`src/rtl/tft_init_sequencer.sv`:
```
// tft_init_sequencer: pulses the panel reset, then streams the init table to the SPI serializer with power-on delays.
module tft_init_sequencer #(
    parameter int unsigned CYCLES_PER_MS = 25000,
    parameter int unsigned FIRST_IDX     = 1,
    parameter int unsigned LAST_IDX      = 89,
    parameter int unsigned RST_LOW_MS    = 10,
    parameter int unsigned RST_WAIT_MS   = 50,
    parameter int unsigned D0_IDX        = 10,
    parameter int unsigned D0_MS         = 40,
    parameter int unsigned D1_IDX        = 20,
    parameter int unsigned D1_MS         = 10,
    parameter int unsigned D2_IDX        = 22,
    parameter int unsigned D2_MS         = 50,
    parameter int unsigned D3_IDX        = 86,
    parameter int unsigned D3_MS         = 50
) (
    input  logic        clk,
    input  logic        rst,
    input  logic        start,
    output logic [6:0]  rom_addr,
    input  logic [16:0] rom_data,
    output logic [15:0] tx_data,
    output logic        tx_rs,
    output logic        tx_valid,
    input  logic        tx_ready,
    output logic        tft_rst_n,
    output logic        busy,
    output logic        done
);
    typedef enum logic [2:0] {IDLE, RST_LO, RST_WAIT, FETCH, SEND, DELAY, DONE} state_t;
    localparam logic [31:0] RST_LO_CYC   = 32'(RST_LOW_MS * CYCLES_PER_MS);
    localparam logic [31:0] RST_WAIT_CYC = 32'(RST_WAIT_MS * CYCLES_PER_MS);
    localparam logic [6:0]  FIRST        = 7'(FIRST_IDX);
    localparam logic [6:0]  LAST         = 7'(LAST_IDX);
    state_t      state_q;
    logic [31:0] cnt_q;
    logic [6:0]  rom_addr_q;
    logic [15:0] tx_data_q;
    logic        tx_rs_q;
    logic        tx_valid_q;
    logic        tft_rst_n_q;
    logic        busy_q;
    logic        done_q;
    logic [31:0] dly_d;
    // Post-accept delay for the word currently on the bus; zero means go straight to the next fetch.
    always_comb begin
        dly_d = rom_addr_q == 7'(D0_IDX) ? 32'(D0_MS * CYCLES_PER_MS) :
                rom_addr_q == 7'(D1_IDX) ? 32'(D1_MS * CYCLES_PER_MS) :
                rom_addr_q == 7'(D2_IDX) ? 32'(D2_MS * CYCLES_PER_MS) :
                rom_addr_q == 7'(D3_IDX) ? 32'(D3_MS * CYCLES_PER_MS) : 32'd0;
    end
    always_ff @(posedge clk) begin
        if (rst) begin
            state_q     <= IDLE;
            cnt_q       <= '0;
            rom_addr_q  <= FIRST;
            tx_data_q   <= '0;
            tx_rs_q     <= 1'b0;
            tx_valid_q  <= 1'b0;
            tft_rst_n_q <= 1'b1;
            busy_q      <= 1'b0;
            done_q      <= 1'b0;
        end else begin
            case (state_q)
                IDLE, DONE: if (start) begin
                    state_q     <= RST_LO;
                    cnt_q       <= RST_LO_CYC;
                    rom_addr_q  <= FIRST;
                    tft_rst_n_q <= 1'b0;
                    busy_q      <= 1'b1;
                    done_q      <= 1'b0;
                end
                RST_LO: begin
                    cnt_q <= cnt_q == 32'd1 ? RST_WAIT_CYC : cnt_q - 32'd1;
                    if (cnt_q == 32'd1) begin
                        state_q     <= RST_WAIT;
                        tft_rst_n_q <= 1'b1;
                    end
                end
                RST_WAIT: begin
                    cnt_q <= cnt_q - 32'd1;
                    if (cnt_q == 32'd1) state_q <= FETCH;
                end
                FETCH: begin
                    tx_data_q  <= rom_data[15:0];
                    tx_rs_q    <= rom_data[16];
                    tx_valid_q <= 1'b1;
                    state_q    <= SEND;
                end
                SEND: if (tx_ready) begin
                    tx_valid_q <= 1'b0;
                    if (rom_addr_q == LAST) begin
                        state_q <= DONE;
                        busy_q  <= 1'b0;
                        done_q  <= 1'b1;
                    end else begin
                        rom_addr_q <= rom_addr_q + 7'd1;
                        cnt_q      <= dly_d;
                        state_q    <= dly_d != 32'd0 ? DELAY : FETCH;
                    end
                end
                DELAY: begin
                    cnt_q <= cnt_q - 32'd1;
                    if (cnt_q == 32'd1) state_q <= FETCH;
                end
                default: state_q <= IDLE;
            endcase
        end
    end
    assign rom_addr  = rom_addr_q;
    assign tx_data   = tx_data_q;
    assign tx_rs     = tx_rs_q;
    assign tx_valid  = tx_valid_q;
    assign tft_rst_n = tft_rst_n_q;
    assign busy      = busy_q;
    assign done      = done_q;
endmodule

```
`config.mk`:
```
export PLATFORM = sky130hd
export DESIGN_NAME = tft_init_sequencer
export DESIGN_NICKNAME = d
export VERILOG_FILES = /design/src/rtl/tft_init_sequencer.sv
export SDC_FILE = /design/constraint.sdc
export NUM_CORES = 1
export LEC_CHECK = 0
export CORE_ASPECT_RATIO = 1.1
export CORE_MARGIN = 2
export CORE_UTILIZATION = 45
export DETAILED_ROUTE_END_ITERATION = 10
export PLACE_DENSITY = 0.68
export SLEW_MARGIN = 15
export SYNTH_ARGS = -nofsm -noshare
export SYNTH_HDL_FRONTEND = slang
export SYNTH_SLANG_ARGS = --single-unit
```
`constraint.sdc`:
```
create_clock -name clk -period 3.3 [get_ports clk]
set_input_delay 0.66 -clock clk [delete_from_list [all_inputs] [get_ports clk]]
set_output_delay 0.66 -clock clk [all_outputs]
set_load 0.01 [all_outputs]
```
# After elaboration in Yosys (flattened, before gate mapping)
# Cells that the tools add are included.
# word_totals
elab_cells,75
in_bits,21
output_inout_bits,28
register_bits,63
# classes
n_addsub,2
reduce_logical,14
n_eq_ne,18
muxes,32
# op_table
op,n
2-to-1 mux 32 bit,4
one-hot mux 32 bit (4 select lines),1
2-to-1 mux 21 bit,4
equality test 32 x 1 -> 1 bit (second input constant),1
nonzero test 32 bit,1
subtractor 32 x 1 -> 32 bit (second input constant),1
2-to-1 mux 7 bit,3
2-to-1 mux 3 bit,6
AND reduction 4 bit,4
one-hot mux 3 bit (5 select lines),1
equality test 7 x 5 -> 1 bit (second input constant),2
equality test 7 bit (second input constant),2
one-hot mux 7 bit (2 select lines),1
!= test 2 bit (second input constant),5
equality test 3 bit (second input constant),3
2-to-1 mux 1 bit,8
one-hot mux 1 bit (2 select lines),4
adder 7 x 1 -> 7 bit (second input constant),1
equality test 7 x 4 -> 1 bit (second input constant),1
equality test 3 x 2 -> 1 bit (second input constant),2
nonzero test 2 bit,3
nonzero test 4 bit,1
OR reduction 2 bit,2
equality test 3 x 1 -> 1 bit (second input constant),1
other kinds (4),4

# Longest topological paths before layout
# logic_depth
word_depth,10
ltp_mapped,9
depth_no_buf,8

# Worst setup path after synthesis
# OpenSTA, ideal clock, no wires.
# synth_timing
kind,flip-flop to flip-flop
startpoint,register cnt_q[15]
endpoint,register state_q[2]
t_arrival_ps,2536
n_path_buf,1
synth_period_minus_slack_ps,2640
setup_slack_ps,660
path_stages_with_launch,8
path_cell_list,dfxtp_1 > or4_4 > or4b_4 > or4_4 > buf_6 > a21oi_4 > nor4_1 > a2111oi_2
# synth_via
elab_chain_len,3
elab_cells_between_ends,4
# synth_rtl
item,line,rtl
from (decl),36,logic [31:0] cnt_q;
from (signal assigned),74,cnt_q <= cnt_q == 32'd1 ? RST_WAIT_CYC : cnt_q - 32'd1;
from (signal assigned),81,cnt_q <= cnt_q - 32'd1;
from (signal assigned),98,cnt_q <= dly_d;
equality test 32 x 1 -> 1 bit (*),"75, 82, 104",
!= test 2 bit (no line) or != test 2 x 1 -> 1 bit (tied branches),-,
AND reduction 4 bit (no line) (*),-,
to (signal assigned),99,state_q <= dly_d != 32'd0 ? DELAY : FETCH;
to (decl),35,state_t state_q;
# Mark *: on every way between the ends. The rest lies on a longest branch, timed or not.
# A chain may end at the register's enable or synchronous reset.

# Worst setup path after layout
# Ends and elaborated chain as after synthesis.

==> results.md <==
- Outcome: completed
- Cell Pwr Density: 924 nW/um2
- Fraction of layout cells with a size suffix above 1: 9.82%
- Buf+Inv Stages, Crit Path: 0
- Fin. max-slew vios: 0
- Final setup vio count: 0
- Crit-path leading delay family: simple AND/OR/NAND/NOR gates
- Crit-path cells: or4_4 -> or4b_4 -> or4_4 -> a21oi_4 -> nor4_1 -> a2111oi_2
- CTS buffer count: 9
- Slew at the pin with the worst max-slew slack: 774 ps
- Worst path most repeated cell: or4_4
- Worst setup path category: reg2reg
- Async S/R FF share, synth: 0%
- Antenna diodes: 0
- Max-cap viol count: 0
- Hpwl dp: 6080 um
- GP Congestion: 0.858
- Final Skew: 8.96 ps
- Root Buffer: clkbuf_8
- Tmin final: 2750 ps
- GRT overflow: 0
- Max incr delay on CP: 580 ps
- Commonest non-fill, non-tap cell in the layout: nand2_1
- First drt pass iteration count: 4
- Pin count of the biggest net entering global routing: 35
- Startpoint Class: flop
- Flops & latches, synth: 63
- Seq/Total Area, Yosys: 37.3%
- IO buf count: 48
- Antenna viol nets, final: 0
- Clk slew on worst S/H paths: 80 ps
- Critical path arrival: 3000 ps
- First-pass GRT wire length: 14300 um
- Crit. End Element: flop
- Critical-path top delay cell: or4_4
- Vias/cell: 5.55
- Top Ports: 49
- Full die area: 8230 um2
- Row count: 33
- Lkg Pwr: 1.49 nW
- Unrepaired setup endpoints after global routing: no
- # DRC: 0
- Clock latency on the worst-skew pair: 350 ps
- Clock tree buffer depth: 2
- Vias in the first global route: 3009
- CTS Sinks: 63
- Yosys cell types: 62
- Post-CTS Setup Repair Bufs: 0
- Vias: 3197
- Post-synth EDFFs: 0
- Fin crit share: 83.3%
- Final WL: 8530 um
- CTS tree: done
- DIE WIDTH: 86.7 um
- Mapped Cells: 435
- Commonest non-fill, non-tap cells in the layout: nand2_1, dfxtp_1, nor2_1, clkdlybuf4s50_1, a21oi_1
- Wire per inst: 14.8 um
- Final hold violation count: 0
- VDD IR-drop max: 0.409 mV
- Cts repair resizes: 0
- Synthesized area per cell: 7.78 um2
- Initial Util: 45.8%
- GRT Total Usage: 22.2%
- H-tree levels: 3
- Area Overhead vs Synth: 24.0%
- Hold Path Class: reg2reg
- FMAX: 364 MHz
- Mapped Area: 3390 um2
- Crit-path max FO: 8
- Synth warn: 0
- # hold bufs at CTS: 0
- Synth Flop Type: dfxtp_1
- Area of the core: 7390 um2
- Initial DRC Count: 195
- Die height: 95.0 um
- Relative slew slack: 48.2%
- Final #Nets: 511
- WP data required: 3550 ps
- Setup TNS: 0 ps
- Fin util: 56.8%
- Mapped Nets: 462
- Antenna violations before repair: 0
[through the flow]
stage	instances	worst slack [ps]	cell area, um2	hold slack (ps)	power [mW]
floorplan	435	660	3390	444	2.46
global placement	560	464	3930	441	2.93
detailed placement	560	430	3930	450	2.96
CTS	576	555	4200	465	3.89
global route	576	426	4200	484	4.18
finish	576	552	4200	461	3.88
[path summary, 6_finish.rpt]
kind / cells after the start / slack, ps / start / endpoint
setup / recovery: 6 / 550 / cnt_q[15] / state_q[2]
hold / removal: 2 / 460 / tx_data[13] / tx_data[13]
setup reg to reg: 6 / 550 / cnt_q[15] / state_q[2]
hold reg to reg: 2 / 460 / tx_data[13] / tx_data[13]
[per-layer routing]
| layer | global-route usage (%) | share of wire (%) |
|---|---|---|
| met5 | 0 | 0 |
| met4 | 8.59 | 1.6 |
| met3 | 6.56 | 6.0 |
| met2 | 34.6 | 45 |
| met1 | 28.7 | 47 |
[where the power goes]
group / switching (mW) / leakage, nW / internal, mW
combinational: 1.08 / 0.847 / 0.775
clock: 0.329 / 0.130 / 0.580
sequential: 0.187 / 0.512 / 0.923
[worst reg2reg max path, cell delays in order (launching register included)]
cell       delay (ps)
dfxtp_1           370
or4_4             560
or4b_4            570
or4_4             580
a21oi_4           180
nor4_1             70
a2111oi_2         320
[kinds of logic (layout without fill, tap and decap cells)]
kind of cell | Yosys count | in the layout | synth area share, %
buffers and inverters | 31 | 85 | 4.92
XOR/XNOR | 22 | 22 | 5.69
adder cells (fa/ha/maj) | 6 | 6 | 2.22
AO/OA/AOI/OAI | 101 | 101 | 18.8
multiplexers | 1 | 1 | 0.333
AND/OR/NAND/NOR | 211 | 211 | 30.7
flip-flops | 63 | 63 | 37.3
[registers in the layout, indices dropped and copies added (netlist names)]
signal,flops
busy,1
cnt_q,32
done,1
rom_addr,7
state_q,3
tft_rst_n,1
tx_data,16
tx_rs,1
tx_valid,1
[layout make-up]
cell class / count / area (um2)
Inverter: 10 / 37.5
Multi-Input combinational cell: 341 / 1960
Clock inverter: 7 / 145
Sequential cell: 63 / 1260
Tap cell: 87 / 109
Clock buffer: 9 / 124
Fill cell: 679 / 3190
Timing Repair Buffer: 59 / 563
[Yosys cell counts (all sizes together) (5+ instances only)]
cell type / count / share of area, %
o211ai: 5 / 1.1
a21oi: 40 / 6.2
nand4: 8 / 1.5
o21ai: 26 / 4.0
nand3: 16 / 2.4
nor2: 49 / 5.4
nor4: 11 / 2.0
a211oi: 5 / 1.1
dfxtp: 63 / 37
or4: 6 / 1.6
xor2: 12 / 3.1
ha: 6 / 2.2
xnor2: 10 / 2.6
clkbuf: 18 / 3.0
nor3: 19 / 3.0
inv: 10 / 1.1
nand2: 71 / 7.9
Note: power is estimated with default switching activity, not from simulation.
